[config.mk]
export PLATFORM = sky130hd
export DESIGN_NAME = seq_det101_sched
export DESIGN_NICKNAME = d
export VERILOG_FILES = /design/src/rtl/seq_det101_sched.sv
export SDC_FILE = /design/constraint.sdc
export NUM_CORES = 1
export LEC_CHECK = 0
export ABC_CLOCK_PERIOD_IN_PS = 2800
export BUFFER_PORTS_ARGS = -buffer_cell sky130_fd_sc_hd__buf_2
export CAP_MARGIN = 40
export CORE_MARGIN = 3
export CORE_UTILIZATION = 30
export DETAILED_ROUTE_END_ITERATION = 7
export PLACE_DENSITY = 0.56
export SLEW_MARGIN = 20
export SYNTH_ARGS = -nofsm -noshare
export SYNTH_HDL_FRONTEND = slang
export SYNTH_SLANG_ARGS = --single-unit
[constraint.sdc]
create_clock -name clk -period 2.8 [get_ports clk]
set_input_delay 0.28 -clock clk [delete_from_list [all_inputs] [get_ports clk]]
set_output_delay 0.28 -clock clk [all_outputs]
set_load 0.02 [all_outputs]
[src/rtl/seq_det101_sched.sv]
// Round-robin scheduler sharing one serial "101" Mealy detector between two requesters.
// Define SEQ_DET_NOVLP_EN for non-overlapping detection; default is overlapping.
module seq_det101_sched #(
  parameter int unsigned W  = 16,
  parameter int unsigned CW = 5
) (
  input  logic          clk,
  input  logic          rst,
  input  logic [1:0]    req,
  input  logic [W-1:0]  data0,
  input  logic [W-1:0]  data1,
  output logic [1:0]    gnt,
  output logic          busy,
  output logic          x_out,
  output logic          y_out,
  output logic [1:0]    done,
  output logic [CW-1:0] count
);

  localparam int unsigned BW = $clog2(W);
  localparam logic [BW-1:0] LastBit = BW'(W - 1);
  localparam logic [CW-1:0] CntMax  = '1;

  localparam logic [1:0] StIdle  = 2'd0;
  localparam logic [1:0] StShift = 2'd1;
  localparam logic [1:0] StDone  = 2'd2;

  localparam logic [1:0] DetS0 = 2'd0;
  localparam logic [1:0] DetS1 = 2'd1;
  localparam logic [1:0] DetS2 = 2'd2;

  logic [1:0]    state_q, state_d;
  logic [1:0]    det_q, det_d, det_nxt;
  logic [W-1:0]  shreg_q, shreg_d;
  logic [BW-1:0] bit_cnt_q, bit_cnt_d;
  logic [CW-1:0] count_q, count_d;
  logic          owner_q, owner_d;
  logic          last_q, last_d;
  logic          win;
  logic          in_shift;
  logic          first_bit;

  assign in_shift  = (state_q == StShift);
  assign first_bit = in_shift && (bit_cnt_q == '0);

  // Tie goes to whoever was not served last; reset value makes req0 win the first tie.
  assign win = (req == 2'b11) ? ~last_q : req[1];

  assign x_out = in_shift & shreg_q[W-1];
  assign y_out = in_shift && (det_q == DetS2) && x_out;
  assign busy  = (state_q == StShift) || (state_q == StDone);
  assign gnt   = first_bit ? {owner_q, ~owner_q} : 2'b00;
  assign done  = (state_q == StDone) ? {owner_q, ~owner_q} : 2'b00;
  assign count = count_q;

  always_comb begin
    det_nxt = DetS0;
    case (det_q)
      DetS0: det_nxt = x_out ? DetS1 : DetS0;
      DetS1: det_nxt = x_out ? DetS1 : DetS2;
      DetS2: begin
`ifdef SEQ_DET_NOVLP_EN
        det_nxt = DetS0;
`else
        det_nxt = x_out ? DetS1 : DetS0;
`endif
      end
      default: det_nxt = DetS0;
    endcase
  end

  always_comb begin
    state_d   = state_q;
    det_d     = det_q;
    shreg_d   = shreg_q;
    bit_cnt_d = bit_cnt_q;
    count_d   = count_q;
    owner_d   = owner_q;
    last_d    = last_q;
    case (state_q)
      StIdle: begin
        if (|req) begin
          owner_d   = win;
          shreg_d   = win ? data1 : data0;
          count_d   = '0;
          bit_cnt_d = '0;
          det_d     = DetS0;
          state_d   = StShift;
        end
      end
      StShift: begin
        shreg_d   = shreg_q << 1;
        det_d     = det_nxt;
        bit_cnt_d = bit_cnt_q + BW'(1);
        if (y_out && (count_q != CntMax)) begin
          count_d = count_q + CW'(1);
        end
        if (bit_cnt_q == LastBit) begin
          state_d = StDone;
        end
      end
      StDone: begin
        // Words are independent: no detector history carries into the next one.
        det_d   = DetS0;
        last_d  = owner_q;
        state_d = StIdle;
      end
      default: state_d = StIdle;
    endcase
  end

  always_ff @(posedge clk) begin
    if (!rst) begin
      state_q   <= StIdle;
      det_q     <= DetS0;
      shreg_q   <= '0;
      bit_cnt_q <= '0;
      count_q   <= '0;
      owner_q   <= 1'b0;
      last_q    <= 1'b1;
    end else begin
      state_q   <= state_d;
      det_q     <= det_d;
      shreg_q   <= shreg_d;
      bit_cnt_q <= bit_cnt_d;
      count_q   <= count_d;
      owner_q   <= owner_d;
      last_q    <= last_d;
    end
  end

endmodule
==> impl_metrics.json, run 1 <==
{
  "postCtsHoldBufs": 0,
  "grtUsageTotal": 0.1221,
  "startpoint_type": "flip-flop",
  "yosysSeqAreaShare": 0.3573,
  "ant_nets": 0,
  "crit_fanout": 23,
  "wire_per_inst_um": 13.00,
  "clk_pin_slew_ns": 0.07,
  "gr-total-overflow": 0,
  "dp_hpwl_um": 2806,
  "fin_area_um2": 2126,
  "clock_sinks": 31,
  "slew_violations": 0,
  "fmax_ghz": 0.4876,
  "synth_top_area_share": 0.3573,
  "insertedDiodeCount": 0,
  "vias": 1447,
  "pwr-share-seq": 0.333,
  "regToRegSetupSlack_ns": 0.75,
  "cap_violations": 0,
  "worst-endpoint-required_ns": 3.02,
  "peakVddDrop_uv": 265.1,
  "rsz0062_at_grt": "no",
  "cell_internal_pwr_w": 0.001183,
  "path_class": "flip-flop to flip-flop",
  "drt_iter0_markers": 94,
  "outcome": "completed",
  "die_w_um": 82.09,
  "port_buffers": 47,
  "cts_root_buf": "clkbuf_8",
  "synth.largest_area_cell": "dfxtp_1",
  "synth_cell_type_count": 40,
  "yosys-top-cells-area": "dfxtp_1 36%, a222oi_1 6.9%, ha_1 6.5%",
  "hold_viol": 0,
  "syn_nets": 222,
  "p_leak_nw": 0.9027,
  "clkPwrFrac": 0.245,
  "final.min_clock_period_ns": 2.051,
  "cts.path.max_buffers": 2,
  "clock_latency_ns": 0.29,
  "comb_power_share": 0.422,
  "grt_pass1_wl_um": 6258,
  "syn_avg_cell_area_um2": 9.812,
  "drive_gt1_frac": 0.3527,
  "nets": 268,
  "sw_frac_of_total": 0.3774,
  "wirelength_um": 3849,
  "ys_ff_latch": 31,
  "vias_per_cell": 4.889,
  "setup_viol": 0,
  "worstPathArrival_ns": 2.27,
  "first_global_vias": 1361,
  "row_count": 27,
  "multi_input_area_um2": 1021,
  "antenna_found_initial": 0,
  "skew_ns": 0.007379,
  "cts_tree": "built",
  "final.setup.tns_ns": 0,
  "async_reset_ff_frac": 0,
  "placedInstanceArea_um2": 2008,
  "power.density_nw_per_um2": 893.5,
  "ys.flop_type": "dfxtp_1",
  "r2r-start": "state_q[0]",
  "relSlewSlack": 0.5126,
  "drcViolationCount": 0,
  "hp-class": "input port to flip-flop",
  "numCtsBuffers": 5,
  "ys_warn_count": 0,
  "area.sequential_um2": 620.6,
  "cts.htree.levels": 2,
  "fillers": 583,
  "r2r-end": "count[2]",
  "gp_congestion": 0.8190,
  "die-area_um2": 6738,
  "grt_max_degree": 33,
  "cts_setup_buffers": 0,
  "worstSetupEndpointType": "flip-flop",
  "synth_common_cells": "31 x dfxtp_1, 17 x nor2b_1, 12 x a222oi_1",
  "synth_area_um2": 1737,
  "fin_total_pwr_w": 0.001899,
  "synth-edff-count": 0,
  "holdCritStartpoint": "rst",
  "fin_hold_ws_ns": 0.3860,
  "cts_resized": 0,
  "worst_r2r_path_depth": 6,
  "die_h_um": 82.09,
  "core_um2": 5540,
  "postSynthCellCount": 177,
  "timing.final.crit_share": 0.7324,
  "drt-pass1-iter-count": 7,
  "tightest_slew_ns": 0.7293,
  "start_util": 0.3135,
  "min_to": "last_q",
  "holdPathStages": 2,
  "syn2layout_area_growth_pct": 22.41,
  "power.switching_w": 0.0007169,
  "yosys.cell_count.top_type": "dfxtp_1",
  "num_io_pins": 48
}
[per-stage QoR]
stage / setup slack [ns] / utilization / std cells
global placement: 0.7967 / 0.3625 / 288
CTS: 0.7362 / 0.3837 / 296
detailed placement: 0.7445 / 0.3625 / 288
floorplan: 0.8242 / - / 177
finish: 0.7492 / 0.3837 / 296
global route: 0.5767 / 0.3837 / 296
[layout by cell type, fill, tap and decap left out, types with 4 or more instances in the layout]
cell type  count
inv_1          7
a21oi_1        4
buf_2         47
a21boi_0       5
dfxtp_1       31
nor2b_1       17
o21ai_0        7
nor2_1         6
mux2i_1        5
mux2_2         8
mux2_4         5
nand3_1        6
nand2_1       11
ha_1           9
clkbuf_8       6
a222oi_1      12
[kinds of logic after synthesis]
family | after synthesis | share of synthesized area
and+or+nand+nor | 56 | 0.1844
AOI/OAI and AO/OA | 44 | 0.2046
DFF | 31 | 0.3574
muxes | 18 | 0.1239
buffers and inverters | 17 | 0.05475
adders and majority gates | 9 | 0.06484
xor gates and xnor gates | 2 | 0.01009
[layout make-up]
class / count / share of cell area
Multi-Input combinational cell: 129 / 0.4803
Sequential cell: 31 / 0.2919
Timing Repair Buffer: 49 / 0.1177
Tap cell: 72 / 0.04238
Clock buffer: 6 / 0.03885
Clock inverter: 2 / 0.01648
Inverter: 7 / 0.01236
[flip-flops by register name, indices dropped and copies added, names as in the netlist]
name       count
bit_cnt_q      4
count          5
det_q          2
last_q         1
owner_q        1
shreg_q       16
state_q        2
[worst max-delay path by stage]
stage / start / end / cells after the start
finish: state_q[0] / count[2] / 6
floorplan: count[0] / count[3] / 7
detailed placement: state_q[0] / count[2] / 6
CTS: state_q[0] / count[2] / 6
global placement: count[0] / count[3] / 7
global route: count[0] / count[0] / 7
[routing by layer]
| layer | GRT usage | wire length (um) |
|---|---|---|
| met4 | 0.04983 | 72 |
| met1 | 0.1583 | 1770 |
| met3 | 0.04057 | 237 |
| met5 | 0 | 0 |
| met2 | 0.1850 | 1770 |
[worst max-delay path: stages (launching register included)]
cell and delay, ns:
dfxtp_1 0.38, inv_1 0.10, ha_1 0.28, or3b_4 0.29, nand2_2 0.25, or4_1 0.54
a21boi_1 0.14
[power groups by stage]
| stage | Clock (W) | Sequential (W) | Combinational [W] |
|---|---|---|---|
| 2_1_floorplan | 0 | 0.000626 | 0.000672 |
| 3_3_place_gp | 0 | 0.000637 | 0.000804 |
| 6_report | 0.000466 | 0.000632 | 0.000801 |
| 5_1_grt | 0.000496 | 0.000649 | 0.000908 |
| 3_5_place_dp | 0 | 0.000641 | 0.000813 |
| 4_1_cts | 0.000476 | 0.000632 | 0.000813 |
Power figures use the tool's default switching activity.
==> run 2: changes to the inputs <==
--- a/config.mk
+++ b/config.mk
@@ -5,7 +5,7 @@
 export SDC_FILE = /design/constraint.sdc
 export NUM_CORES = 1
 export LEC_CHECK = 0
-export ABC_CLOCK_PERIOD_IN_PS = 2800
+export ABC_CLOCK_PERIOD_IN_PS = 1900
 export BUFFER_PORTS_ARGS = -buffer_cell sky130_fd_sc_hd__buf_2
 export CAP_MARGIN = 40
 export CORE_MARGIN = 3
==> constraint.sdc (replaced) <==
create_clock -name clk -period 1.9 [get_ports clk]
set_input_delay 0.19 -clock clk [delete_from_list [all_inputs] [get_ports clk]]
set_output_delay 0.19 -clock clk [all_outputs]
set_load 0.02 [all_outputs]
==> run 2 against run 1 <==
  * Combinational power grew 67%
  * Flip-flop and latch count did not move
  * Total power up 47%
  * Sequential power up 48%
  * Maximum frequency grew 12%
  * Register-to-register slack lost 0.68 ns
  * Die area did not move
  * Routed wire length is 1.2% higher
  * Highest routed layer unchanged
  * Clock skew decreased by 0.0015 ns
  * Worst setup slack lost 0.68 ns
  * Largest power group unchanged
==> impl_metrics.json, run 2 (synthesis results as in run 1) <==
{
  "syn2layout_area_growth_pct": 28.96,
  "drive_gt1_frac": 0.4286,
  "gp_congestion": 0.6968,
  "tightest_slew_ns": 0.5236,
  "comb_power_share": 0.479,
  "numCtsBuffers": 5,
  "die_w_um": 82.09,
  "final.setup.tns_ns": 0,
  "peakVddDrop_uv": 690.6,
  "largest_register_ffs": 16,
  "cts.path.max_buffers": 2,
  "row_count": 27,
  "power.density_nw_per_um2": 1250,
  "relSlewSlack": 0.6506,
  "final_cell_mix": "46 x buf_2, 27 x dfxtp_1, 17 x nor2b_1",
  "cts.htree.levels": 2,
  "final.min_clock_period_ns": 1.834,
  "cell_internal_pwr_w": 0.001725,
  "drcViolationCount": 0,
  "port_buffers": 47,
  "setup_viol": 0,
  "skew_ns": 0.005843,
  "fmax_ghz": 0.5452,
  "start_util": 0.3135,
  "gr-total-overflow": 0,
  "path_class": "flip-flop to flip-flop",
  "wirelength_um": 3897,
  "sw_frac_of_total": 0.3839,
  "clkPwrFrac": 0.187,
  "dp_hpwl_um": 2893,
  "layout_commonest_cell": "buf_2",
  "clk_pin_slew_ns": 0.07,
  "power.switching_w": 0.001075,
  "clock_sinks": 31,
  "die_h_um": 82.09,
  "timing.final.crit_share": 0.9654,
  "cap_violations": 0,
  "ant_nets": 0,
  "grt_max_degree": 23,
  "num_io_pins": 48,
  "antenna_found_initial": 0,
  "insertedDiodeCount": 0,
  "grt_pass1_wl_um": 6030,
  "wire_per_inst_um": 12.86,
  "drt-pass1-iter-count": 4,
  "hp-class": "input port to flip-flop",
  "pwr-share-seq": 0.333,
  "vias": 1516,
  "cts_root_buf": "clkbuf_8",
  "worstSetupEndpointType": "flip-flop",
  "outcome": "completed",
  "grtUsageTotal": 0.1179,
  "rsz0062_at_grt": "yes",
  "startpoint_type": "flip-flop",
  "first_global_vias": 1312,
  "clock_latency_ns": 0.28,
  "p_leak_nw": 0.9321,
  "cts_tree": "built",
  "slew_violations": 0,
  "die-area_um2": 6738,
  "regMostFlops": "shreg_q",
  "core_um2": 5540,
  "worst-endpoint-required_ns": 2.12,
  "postCtsHoldBufs": 0,
  "hold_viol": 0,
  "worstPathArrival_ns": 2.05,
  "nets": 276,
  "drt_iter0_markers": 86,
  "final_util": 0.4042,
  "crit_fanout": 4,
  "vias_per_cell": 5.003
}
## run 2: changes by cell type in the layout (fill, tap and decap cells not counted), moves of 2 or more
cell | before | now
a21boi_0 | 5 | 3
nor2_2 | 0 | 2
ha_2 | 0 | 2
dfxtp_2 | 0 | 4
nor2_1 | 6 | 4
buf_12 | 0 | 2
ha_4 | 0 | 2
buf_4 | 2 | 9
dfxtp_1 | 31 | 27
a21boi_1 | 1 | 3
ha_1 | 9 | 5
## run 2: power groups by stage
stage | clock network (W) | logic (W) | registers (W)
CTS | 0.000542 | 0.00134 | 0.000927
global route | 0.000570 | 0.00150 | 0.000959
detailed placement | 0 | 0.00132 | 0.000940
finish | 0.000525 | 0.00134 | 0.000933
floorplan | 0 | 0.000990 | 0.000925
global placement | 0 | 0.00132 | 0.000939
## run 2: area by class of cell
cell class	instances	area [um2]
Tap cell	72	90.09
Multi-Input combinational cell	129	1072
Fill cell	583	3301
Clock inverter	1	5.005
Inverter	7	26.28
Timing Repair Buffer	57	337.8
Sequential cell	31	625.6
Clock buffer	6	82.58
## run 2: stage by stage
step                      instance area (um2)  setup slack [ns]  power (W)  std cells  hold slack [ns]
final                                    2240           0.06579   0.002800        303           0.3071
after global routing                     2240          -0.02705   0.003034        303           0.3357
after CTS                                2176          0.007939   0.002807        301           0.3001
after detailed placement                 2083          -0.02657   0.002264        294           0.4696
after global placement                   2083          0.002310   0.002256        294           0.4650
after floorplan                          1742           0.02840   0.001915        177           0.4020
## run 2: worst paths after layout
kind                from  slack, ns     endpoint  depth (start not counted)
min               req[0]       0.31      owner_q                          4
min reg2reg  shreg_q[14]       0.48  shreg_q[14]                          1
max reg2reg     count[1]       0.07     count[3]                          7
max             count[1]       0.07     count[3]                          7
## run 2: routing by layer
layer  GRT usage  wire length [um]  vias up
li1            -                 -      764
met2      0.1817              1849       39
met1      0.1534              1750      711
met5           0                 0        -
met4     0.05482                33        0
met3     0.02961               264        2
## run 2: what timing repair did
item	4_1_cts	5_1_grt
pin swaps	0	7
setup endpoints to repair	13	24
buffers inserted	0	2
gates resized for setup	2	13
## run 2: worst max-delay path, cell delays in order, from the launching register on
cell and delay (ns):
dfxtp_2 0.34, ha_4 0.16, and3_4 0.18, ha_4 0.14, and4bb_2 0.33, o211ai_1 0.14
or3_1 0.37, a21oi_1 0.12
==> run 3: changes to the inputs <==
--- a/config.mk
+++ b/config.mk
@@ -5,13 +5,14 @@
 export SDC_FILE = /design/constraint.sdc
 export NUM_CORES = 1
 export LEC_CHECK = 0
-export ABC_CLOCK_PERIOD_IN_PS = 1900
+export ABC_CLOCK_PERIOD_IN_PS = 1800
 export BUFFER_PORTS_ARGS = -buffer_cell sky130_fd_sc_hd__buf_2
 export CAP_MARGIN = 40
 export CORE_MARGIN = 3
-export CORE_UTILIZATION = 30
+export CORE_UTILIZATION = 52
 export DETAILED_ROUTE_END_ITERATION = 7
-export PLACE_DENSITY = 0.56
+export PLACE_DENSITY = 0.84
+export RECOVER_POWER = 25
 export SLEW_MARGIN = 20
 export SYNTH_ARGS = -nofsm -noshare
 export SYNTH_HDL_FRONTEND = slang
==> constraint.sdc (replaced) <==
create_clock -name clk -period 1.8 [get_ports clk]
set_input_delay 0.18 -clock clk [delete_from_list [all_inputs] [get_ports clk]]
set_output_delay 0.18 -clock clk [all_outputs]
set_load 0.02 [all_outputs]
==> run 3 against run 2 <==
  * The flow now finishes with violations (negative setup slack)
  * Count of clock-buffer cells in the layout is the same
  * Maximum frequency shrank 1.1%
  * Clock skew grew 0.0020 ns
  * Via count grew 6.5%
  * Highest routed layer unchanged
==> impl_metrics.json, run 3 (synthesis results as in run 1) <==
{
  "core_um2": 3128,
  "slew_violations": 0,
  "crit_path_start": "count[0]",
  "fin_total_pwr_w": 0.003212,
  "vias": 1614,
  "crit_fanout": 5,
  "ant_nets": 0,
  "setup_viol": 3,
  "die_w_um": 63.79,
  "path_class": "flip-flop to flip-flop",
  "rsz0062_at_grt": "yes",
  "relSlewSlack": 0.6225,
  "power.density_nw_per_um2": 1381,
  "grtUsageTotal": 0.2021,
  "nets": 283,
  "skew_ns": 0.007838,
  "drt_iter0_markers": 114,
  "dp_hpwl_um": 2826,
  "r2r-start": "count[0]",
  "layout_setup_ws_ns": -0.05547,
  "fmax_ghz": 0.5389,
  "die-area_um2": 4069,
  "fin_hold_ws_ns": 0.2488,
  "clock_sinks": 31,
  "peakVddDrop_uv": 919.3,
  "cts.htree.levels": 2,
  "final.setup.tns_ns": -0.1280,
  "postCtsHoldBufs": 0,
  "final.min_clock_period_ns": 1.855,
  "drt-pass1-iter-count": 5,
  "p_leak_nw": 0.9808,
  "worst-endpoint-required_ns": 2.07,
  "wire_per_inst_um": 14.28,
  "largest_register_ffs": 16,
  "outcome": "finished with violations",
  "hold_viol": 0,
  "row_count": 20,
  "worstSetupEndpointType": "flip-flop",
  "final_cell_mix": "46 x buf_2, 27 x dfxtp_1, 17 x nor2b_1",
  "insertedDiodeCount": 0,
  "die_h_um": 63.79,
  "layout_commonest_cell": "buf_2",
  "clk_pin_slew_ns": 0.10,
  "worstPathArrival_ns": 2.13,
  "grt_max_degree": 22,
  "first_global_vias": 1556,
  "syn2layout_area_growth_pct": 33.93,
  "cts.path.max_buffers": 2,
  "tightest_slew_ns": 0.5656,
  "antenna_found_initial": 0,
  "port_buffers": 47,
  "startpoint_type": "flip-flop",
  "hp-class": "input port to flip-flop",
  "start_util": 0.5552,
  "grt_pass1_wl_um": 6644,
  "cap_violations": 0,
  "holdCritStartpoint": "rst",
  "gr-total-overflow": 0,
  "drive_gt1_frac": 0.4854,
  "numCtsBuffers": 5,
  "vias_per_cell": 5.703,
  "timing.final.crit_share": 1.031,
  "drcViolationCount": 0,
  "gp_congestion": 0.7919,
  "cts_root_buf": "clkbuf_4",
  "num_io_pins": 48,
  "violations": "negative setup slack",
  "clock_latency_ns": 0.33,
  "cts_tree": "built",
  "regMostFlops": "shreg_q",
  "wirelength_um": 4042
}
-- run 3: per-layer routing --
layer  wire (um)  vias up  global-route usage
met3         204        7             0.04394
met4          48        0             0.06469
li1            -      786                   -
met1        1692      772              0.2459
met2        2096       49              0.3510
met5           0        -                   0
-- run 3: stage by stage --
step                      instance area [um2]  instances  setup slack [ns]    util
final                                    2326        283          -0.05547  0.7436
after global routing                     2326        283           -0.1118  0.7436
after CTS                                2250        284          -0.05297  0.7192
after detailed placement                 2123        272          -0.08475  0.6788
after global placement                   2123        272          -0.04179  0.6788
after floorplan                          1772        177          -0.02014       -
-- run 3: what timing repair did --
action,CTS,global route
endpoints found under the hold margin,0,0
buffers inserted,4,1
pin swaps,7,10
setup endpoints to repair,25,24
gates resized for setup,5,22
-- run 3: final timing paths --
check	cells past startpoint	slack [ns]	to
hold / removal	2	0.25	det_q[0]
setup reg to reg	7	-0.06	count[3]
hold reg to reg	1	0.49	shreg_q[13]
setup / recovery	7	-0.06	count[3]
-- run 3: final cells by class --
type | count | area [um2]
timing repair buffer | 64 | 394.1
sequential | 31 | 633.1
multi-input combinational | 129 | 1129
clock buffer | 6 | 51.30
fill | 227 | 802.0
clock inverter | 2 | 35.03
inverter | 7 | 28.78
tap | 44 | 55.05
-- run 3: power breakdown --
| group | leakage, nW | internal (W) | switching, W | total (W) |
|---|---|---|---|---|
| registers | 0.256 | 0.000878 | 0.000134 | 0.00101 |
| logic | 0.677 | 0.000776 | 0.000854 | 0.00163 |
| clock network | 0.0482 | 0.000328 | 0.000243 | 0.000571 |
| total | 0.981 | 0.00198 | 0.00123 | 0.00321 |
-- run 3: critical path, cell delays in order (launching register included) --
cell      delay [ns]
dfxtp_4         0.36
ha_4            0.15
and3_4          0.15
ha_4            0.14
and4bb_2        0.29
o211ai_1        0.18
or3_4           0.41
a21oi_2         0.11
